==> src/rtl/psg_bus_scheduler.sv <==
// Arbitrates CPU register accesses and a buffered player write stream onto one
// PSG bus, skipping the address-latch phase when the register is already latched.
module psg_bus_scheduler #(
  parameter int FIFO_DEPTH = 4
) (
  input  logic       CLK,
  input  logic       RESET_N,
  input  logic       CPU_REQ,
  input  logic       CPU_WR,
  input  logic [3:0] CPU_ADDR,
  input  logic [7:0] CPU_DI,
  output logic       CPU_ACK,
  output logic [7:0] CPU_DO,
  input  logic       PLY_VALID,
  output logic       PLY_READY,
  input  logic [3:0] PLY_ADDR,
  input  logic [7:0] PLY_DATA,
  output logic       PSG_BDIR,
  output logic       PSG_BC,
  output logic [7:0] PSG_DI,
  input  logic [7:0] PSG_DO,
  output logic       BUSY,
  output logic [4:0] FIFO_LEVEL
);

  localparam int         AW      = (FIFO_DEPTH > 1) ? $clog2(FIFO_DEPTH) : 1;
  localparam logic [4:0] DEPTH_L = 5'(FIFO_DEPTH);

  typedef enum logic [1:0] {
    ST_IDLE  = 2'd0,
    ST_LATCH = 2'd1,
    ST_WRITE = 2'd2,
    ST_READ  = 2'd3
  } state_t;

  state_t        state_r;
  logic [11:0]   mem_r [FIFO_DEPTH];
  logic [AW-1:0] wr_ptr_r;
  logic [AW-1:0] rd_ptr_r;
  logic [4:0]    level_r;
  logic [3:0]    cur_addr_r;
  logic [7:0]    cur_data_r;
  logic          cur_rd_r;
  logic          cur_cpu_r;
  logic [3:0]    last_addr_r;
  logic          last_valid_r;
  logic          bdir_r;
  logic          bc_r;
  logic [7:0]    psg_di_r;
  logic          cpu_ack_r;
  logic [7:0]    cpu_do_r;

  logic          full_s;
  logic          empty_s;
  logic          push_s;
  logic [11:0]   head_s;
  logic          gnt_ply_s;
  logic          gnt_cpu_s;
  logic          gnt_rd_s;
  logic [3:0]    gnt_addr_s;
  logic [7:0]    gnt_data_s;
  logic          need_latch_s;

  assign full_s  = (level_r == DEPTH_L);
  assign empty_s = (level_r == 5'd0);
  assign push_s  = PLY_VALID && !full_s;
  assign head_s  = mem_r[rd_ptr_r];

  // Requester selection; the CPU is held off during its own ACK cycle
  always_comb begin
    gnt_ply_s = 1'b0;
    gnt_cpu_s = 1'b0;
    if (state_r == ST_IDLE) begin
      if (full_s) begin
        gnt_ply_s = 1'b1;
      end else if (CPU_REQ && !cpu_ack_r) begin
        gnt_cpu_s = 1'b1;
      end else if (!empty_s) begin
        gnt_ply_s = 1'b1;
      end else begin
        gnt_ply_s = 1'b0;
      end
    end else begin
      gnt_ply_s = 1'b0;
    end
  end

  // Transaction fields of whichever requester is granted
  always_comb begin
    if (gnt_ply_s) begin
      gnt_addr_s = head_s[11:8];
      gnt_data_s = head_s[7:0];
      gnt_rd_s   = 1'b0;
    end else begin
      gnt_addr_s = CPU_ADDR;
      gnt_data_s = CPU_DI;
      gnt_rd_s   = !CPU_WR;
    end
    need_latch_s = !last_valid_r || (gnt_addr_s != last_addr_r);
  end

  // FIFO storage
  always_ff @(posedge CLK) begin
    if (push_s) begin
      mem_r[wr_ptr_r] <= {PLY_ADDR, PLY_DATA};
    end
  end

  // FIFO pointers and occupancy; the head pops in the player grant cycle
  always_ff @(posedge CLK or negedge RESET_N) begin
    if (!RESET_N) begin
      wr_ptr_r <= '0;
      rd_ptr_r <= '0;
      level_r  <= 5'd0;
    end else begin
      if (push_s) begin
        wr_ptr_r <= wr_ptr_r + AW'(1);
      end
      if (gnt_ply_s) begin
        rd_ptr_r <= rd_ptr_r + AW'(1);
      end
      case ({push_s, gnt_ply_s})
        2'b10:   level_r <= level_r + 5'd1;
        2'b01:   level_r <= level_r - 5'd1;
        default: level_r <= level_r;
      endcase
    end
  end

  // Bus FSM; bus outputs are loaded with the values of the state being entered
  always_ff @(posedge CLK or negedge RESET_N) begin
    if (!RESET_N) begin
      state_r      <= ST_IDLE;
      cur_addr_r   <= 4'h0;
      cur_data_r   <= 8'h00;
      cur_rd_r     <= 1'b0;
      cur_cpu_r    <= 1'b0;
      last_addr_r  <= 4'h0;
      last_valid_r <= 1'b0;
      bdir_r       <= 1'b0;
      bc_r         <= 1'b0;
      psg_di_r     <= 8'h00;
      cpu_ack_r    <= 1'b0;
      cpu_do_r     <= 8'h00;
    end else begin
      case (state_r)
        ST_IDLE: begin
          cpu_ack_r <= 1'b0;
          if (gnt_ply_s || gnt_cpu_s) begin
            cur_addr_r <= gnt_addr_s;
            cur_data_r <= gnt_data_s;
            cur_rd_r   <= gnt_rd_s;
            cur_cpu_r  <= gnt_cpu_s;
            if (need_latch_s) begin
              state_r  <= ST_LATCH;
              bdir_r   <= 1'b1;
              bc_r     <= 1'b1;
              psg_di_r <= {4'h0, gnt_addr_s};
            end else if (gnt_rd_s) begin
              state_r  <= ST_READ;
              bdir_r   <= 1'b0;
              bc_r     <= 1'b1;
              psg_di_r <= 8'h00;
            end else begin
              state_r  <= ST_WRITE;
              bdir_r   <= 1'b1;
              bc_r     <= 1'b0;
              psg_di_r <= gnt_data_s;
            end
          end else begin
            state_r  <= ST_IDLE;
            bdir_r   <= 1'b0;
            bc_r     <= 1'b0;
            psg_di_r <= 8'h00;
          end
        end
        ST_LATCH: begin
          last_addr_r  <= cur_addr_r;
          last_valid_r <= 1'b1;
          if (cur_rd_r) begin
            state_r  <= ST_READ;
            bdir_r   <= 1'b0;
            bc_r     <= 1'b1;
            psg_di_r <= 8'h00;
          end else begin
            state_r  <= ST_WRITE;
            bdir_r   <= 1'b1;
            bc_r     <= 1'b0;
            psg_di_r <= cur_data_r;
          end
        end
        ST_WRITE: begin
          state_r   <= ST_IDLE;
          bdir_r    <= 1'b0;
          bc_r      <= 1'b0;
          psg_di_r  <= 8'h00;
          cpu_ack_r <= cur_cpu_r;
        end
        ST_READ: begin
          state_r   <= ST_IDLE;
          bdir_r    <= 1'b0;
          bc_r      <= 1'b0;
          psg_di_r  <= 8'h00;
          cpu_ack_r <= cur_cpu_r;
          cpu_do_r  <= PSG_DO;
        end
        default: begin
          state_r   <= ST_IDLE;
          bdir_r    <= 1'b0;
          bc_r      <= 1'b0;
          psg_di_r  <= 8'h00;
          cpu_ack_r <= 1'b0;
        end
      endcase
    end
  end

  assign CPU_ACK    = cpu_ack_r;
  assign CPU_DO     = cpu_do_r;
  assign PSG_BDIR   = bdir_r;
  assign PSG_BC     = bc_r;
  assign PSG_DI     = psg_di_r;
  assign BUSY       = (state_r != ST_IDLE);
  assign FIFO_LEVEL = level_r;
  assign PLY_READY  = (level_r != DEPTH_L);

endmodule

==> config.mk <==
export PLATFORM = sky130hd
export DESIGN_NAME = psg_bus_scheduler
export DESIGN_NICKNAME = d
export VERILOG_FILES = /design/src/rtl/psg_bus_scheduler.sv
export SDC_FILE = /design/constraint.sdc
export NUM_CORES = 1
export LEC_CHECK = 0
export ABC_AREA = 1
export CAP_MARGIN = 20
export CORE_MARGIN = 3
export CORE_UTILIZATION = 44
export CTS_CLUSTER_SIZE = 16
export DETAILED_ROUTE_END_ITERATION = 10
export PLACE_DENSITY = 0.78
export RECOVER_POWER = 100
export SYNTH_ARGS = -nofsm -noshare
export SYNTH_HDL_FRONTEND = slang
export SYNTH_SLANG_ARGS = --single-unit
==> constraint.sdc <==
create_clock -name CLK -period 3.63 [get_ports CLK]
set_clock_uncertainty 0.05 [all_clocks]
set_input_delay 0.363 -clock CLK [delete_from_list [all_inputs] [get_ports CLK]]
set_output_delay 0.363 -clock CLK [all_outputs]
set_load 0.005 [all_outputs]
**Word level (Yosys, flattened, before mapping)**

Memory sizes are Yosys's and may differ from the RTL's.
Cells that the tools add are included.

- Register bits after elaboration: 49
- Latch bits: 0
- Bits in writable memories: 48
- Bits in read-only memories: 0
- Output and inout port bits: 26
- Logic and storage cells: 77
- Memories: 1

- Add/subtract/negate cells: 4
- Multipliers: 0
- Divide/modulo/power cells: 0
- Magnitude comparators: 0
- Eq/ne operators: 8
- Shift-type cells: 0
- Muxes and demuxes: 34
- Bitwise gates (word level): 0
- Reduce and logical (&&, ||, !) cells: 15

Memories:

| memory | depth | width | read ports | clocked after memory_dff | wr ports | RTL line | RTL |
|---|---|---|---|---|---|---|---|
| mem_r | 4 | 12 | 1 | 0 | 1 | 37 | `logic [11:0] mem_r [FIFO_DEPTH];` |

Operator list:

| operator | count |
|---|---|
| $mux W8 | 5 |
| $pmux W8 S3 | 1 |
| $mux W1 | 20 |
| $pmux W5 S2 | 1 |
| $eq A2 B2 Y1 const B | 3 |
| $pmux W1 S3 | 2 |
| $pmux W2 S3 | 1 |
| $reduce_bool A2 Y1 | 3 |
| $add A5 B1 Y5 const B | 1 |
| $eq A5 B3 Y1 const B | 1 |
| $logic_not A5 Y1 | 1 |
| $ne A5 B3 Y1 const B | 1 |
| $sub A5 B1 Y5 const B | 1 |
| $add A2 B1 Y2 const B | 2 |
| $eq A2 B1 Y1 const B | 2 |
| $logic_not A1 Y1 | 4 |
| $mux W2 | 2 |
| $mux W4 | 1 |
| $ne A4 B4 Y1 | 1 |
| $logic_and A1 B1 Y1 | 2 |
| $logic_not A2 Y1 | 1 |
| $logic_or A1 B1 Y1 | 2 |
| $pmux W1 S2 | 1 |
| $reduce_and A2 Y1 | 1 |
| $reduce_or A2 Y1 | 1 |

**Longest topological paths before layout**

- Depth after elaboration: 11
- Mapped depth: 16
- Depth with buffers taken out: 14

**Least setup slack after synthesis**

No wires, ideal clock.

- Path type: reg2reg
- Start point: reg level_r[1], in the netlist FIFO_LEVEL[1]
- End point: reg level_r[4], in the netlist FIFO_LEVEL[4]
- Library setup time: 0.127 ns
- Data arrival time: 2.366 ns
- Required time: 3.453 ns
- Setup slack: 1.087 ns
- Stages on the path, launching flop included: 17
- Period minus slack after synthesis: 2.543 ns
- Cell sequence: dfrtp_1 -> nor2_4 -> nand2_1 -> nand2_1 -> nand2_2 -> nand2_2 -> inv_1 -> buf_4 -> buf_2 -> ha_1 -> ha_1 -> a21o_1 -> a31oi_1 -> nand2_1 -> nand2_1 -> nor2_1 -> xor2_1

- Word-level cells in the longest chain between the ends: 7

RTL lines:

| element | RTL line | RTL |
|---|---|---|
| from (decl) | 40 | `logic [4:0] level_r;` |
| from (signal assigned) | 123 | `2'b10: level_r <= level_r + 5'd1;` |
| from (signal assigned) | 124 | `2'b01: level_r <= level_r - 5'd1;` |
| from (signal assigned) | 125 | `default: level_r <= level_r;` |
| $logic_not A5 Y1 | 65 | `assign empty_s = (level_r == 5'd0);` |
| $mux W1 | 78 | `end else if (!empty_s) begin` |
| $mux W1 | 76 | `end else if (CPU_REQ && !cpu_ack_r) begin` |
| $mux W1 | 74 | `if (full_s) begin` |
| $mux W1 | 73 | `if (state_r == ST_IDLE) begin` |
| $eq A2 B1 Y1 / $eq A2 B2 Y1 (equally long branches) | 122 | `case ({push_s, gnt_ply_s})` |
| $pmux W5 S2 / $reduce_bool A2 Y1 (equally long branches) | -- |  |

Several ways; a longest one is shown, not always the timed one.
A chain may end at the register's enable or synchronous reset.

**Worst setup path in the final report**

- Start point: reg level_r[0], in the netlist FIFO_LEVEL[0]
- End point: reg level_r[4], in the netlist FIFO_LEVEL[4]

Same word-level chain as after synthesis.

==> results by group <==
Worst setup path
  • WP data required: 3840 ps
  • Critical path fanouts, max: 11
  • Setup crit start kind: flop
  • CP Data Arrival Time: 3120 ps
  • RR Endpoint: FIFO_LEVEL[4]$_DFFE_PN0P_
  • Setup slack, reg-to-reg: 720 ps
  • Reg2reg start: FIFO_LEVEL[0]$_DFFE_PN0P_
  • Path depth of the worst reg2reg path: 14
  • Worst setup EP type: flop
  • Critical setup path kind: flop to flop

Die
  • Die area: 10,970 sq um
  • Initial Util: 45.79%
  • I/O pin count: 63
  • # rows: 35
  • Chip width: 104.8 um
  • Die Y: 104.8 um
  • CORE AREA: 9371 sq um

Routing
  • Post-route ant nets: 0
  • WL final: 8.435 mm
  • Via count: 3,079
  • DRC viols: 0
  • Post-DR wirelength/cell: 13.72 um
  • Iter 0 DRT Violations: 132
  • 1st-pass router iterations: 4
  • Avg Vias per Cell: 5.007

Global routing
  • Global-route wire length before repair: 13.66 mm
  • Largest net degree at the start of global routing: 49
  • Gr ovfl total: 0
  • Number of global-route vias before repair: 2,891
  • Gr usage total: 15.61%
  • Initial antenna violation count: 0

Placed design
  • Placed cell areas: 5041 sq um
  • Place WS: 766.3 ps
  • Routability cong.: 0.8105
  • IO buf count: 62
  • Half-perimeter wire length after placement: 5.928 mm

Logic synthesis
  • Syn Inst Count: 413
  • Mapped Area: 4292 sq um
  • Yosys warns: 0
  • Syn avg cell area: 10.39 sq um
  • Post-Syn Nets: 459
  • Post-synthesis sequential area ratio: 61.57%
  • Synth Register Bits: 96
  • Yosys cell types: 35

STA
  • Slew HR: 46.24%
  • Final setup violation count: 0
  • Worst hold slack: 391.8 ps
  • Sum Neg Setup Slack: 0 ps
  • Setup ws final: 717.4 ps
  • RSZ-0062 raised after global routing: false
  • Fin crit period: 2913 ps
  • Max frequency: 343.3 MHz
  • Slew Limit Fails: 0
  • Crit share post-route: 80.24%
  • Slew @ Worst Pin: 806.4 ps
  • Fin. Hold Viols: 0

Cells and area
  • Core Util, Final: 55.89%
  • Area of the multi-input gates: 1411 sq um
  • Fillers: 818
  • Synthesis-to-finish area growth: 22.04%
  • Most common cell after layout, fill and taps aside: nand2_1
  • Most frequent cells in the layout: nand2_1 (94), dfrtp_1 (48), edfxtp_1 (48)
  • Cell area after layout: 5238 sq um
  • Sequential Area: 2643 sq um
  • Post-layout net count: 527
  • Diodes inserted: 0
  • Share of layout cells above drive strength 1: 9.259%

Run
  • Max-Cap Viols: 0

Power and ir drop
  • Pwr Density: 796.8 nW/um^2
  • VDD IR-drop max: 0.0002814 V
  • Leak Pwr: 2.257 nW

CTS
  • Clock Sink Count: 96
  • H-tree level count: 3
  • Clock Latency Late Sink: 380 ps
  • Worst-path clk slew: 100 ps
  • Root Driver: clkbuf_8
  • Buffer depth of the longest clock path: 2
  • CTS tree: built
  • Num CTS Buffers: 9

Hold path
  • Hold Path Class: primary input to asynchronous set/reset pin

Run status
  • Status: complete, no violations
logic make-up (layout without fill, tap and decap cells):
| group | Yosys count | in the layout | synth area share [%] |
|---|---|---|---|
| DFF | 96 | 96 | 61.57 |
| buffers and inverters | 49 | 122 | 4.839 |
| adders and majority gates | 9 | 9 | 2.799 |
| xor gates and xnor gates | 4 | 4 | 0.8165 |
| muxes | 8 | 8 | 2.099 |
| AOI/OAI and AO/OA | 55 | 55 | 7.259 |
| and+or+nand+nor | 192 | 192 | 20.61 |
routing by layer:
| layer | vias up | track usage, % | share of wire, % |
|---|---|---|---|
| met5 | - | 0 | 0 |
| met4 | 0 | 7.123 | 2.5 |
| met3 | 17 | 2.718 | 4.8 |
| met2 | 93 | 26.99 | 52 |
| met1 | 1451 | 19.01 | 41 |
| li1 | 1518 | - | - |
where the power goes:
part	internal (mW)	switching [mW]	total (mW)
clock	0.281	0.433	0.713
sequential	1.52	0.197	1.72
combinational	0.696	1.05	1.74
total	2.50	1.68	4.17
sequential cells by signal, indices dropped and copies added (netlist names), 4 cells and up:
signal,cells
cur_data_r,8
mem_r,48
PSG_DI,8
FIFO_LEVEL,5
last_addr_r,4
CPU_DO,8
cur_addr_r,4
cell type report:
cell class,count,share of cell area [%]
Inverter,36,2.580
Timing Repair Buffer,70,12.88
Sequential cell,96,50.45
Multi-Input combinational cell,268,26.95
Tap cell,129,3.082
Clock inverter,7,1.696
Clock buffer,9,2.365
cells in the mapped netlist, drive strengths merged:
cell,number,area [sq um]
nand4,5,31.28
a31oi,4,25.02
or2,7,43.80
o221ai,2,17.52
nand3b,1,7.510
nor2,48,220.2
xnor2,1,8.760
a21oi,3,15.01
clkinv,1,3.750
clkbuf,3,11.26
nand3,32,185.2
xor2,3,26.28
mux2,8,90.09
o211ai,4,30.03
o21bai,2,15.01
edfxtp,48,1441
inv,35,131.4
a21o,2,15.01
nand2,99,396.6
ha,8,100.1
buf,10,61.30
dfrtp,48,1201
fa,1,20.02
o21ai,38,193.9
metrics by stage:
step	total power [mW]	std cells
3_3_place_gp	3.500	597
4_1_cts	4.297	613
2_1_floorplan	2.947	413
5_1_grt	4.497	615
6_report	4.173	615
3_5_place_dp	3.587	597
how the worst max path moves through the flow:
stage / start / slack (ps) / to / cells past startpoint
floorplan: FIFO_LEVEL[1]$_DFFE_PN0P_ / 1090 / FIFO_LEVEL[4]$_DFFE_PN0P_ / 16
global placement: CPU_REQ / 890 / FIFO_LEVEL[4]$_DFFE_PN0P_ / 14
detailed placement: CPU_REQ / 770 / FIFO_LEVEL[4]$_DFFE_PN0P_ / 14
CTS: FIFO_LEVEL[0]$_DFFE_PN0P_ / 1000 / FIFO_LEVEL[4]$_DFFE_PN0P_ / 14
global route: FIFO_LEVEL[0]$_DFFE_PN0P_ / 390 / PSG_DI[7]$_DFF_PN0_ / 14
finish: FIFO_LEVEL[0]$_DFFE_PN0P_ / 720 / FIFO_LEVEL[4]$_DFFE_PN0P_ / 14
timing repair:
action                    4_1_cts  5_1_grt
hold buffers                    0        1
buffers inserted                0        0
hold endpoints to repair        0        7
gates resized for setup         0        0
worst max-delay path: stages (launching register included):
cell and delay, ps:
dfrtp_1 470, nor2_1 240, nand2_1 90, nand2_1 60
nand2_1 100, nand2_1 370, inv_1 110, ha_1 280
ha_1 340, a21o_1 170, a31oi_1 200, nand2_1 80
nand2_1 60, nor2_1 40, xor2_1 130
Power figures use the tool's default switching activity.
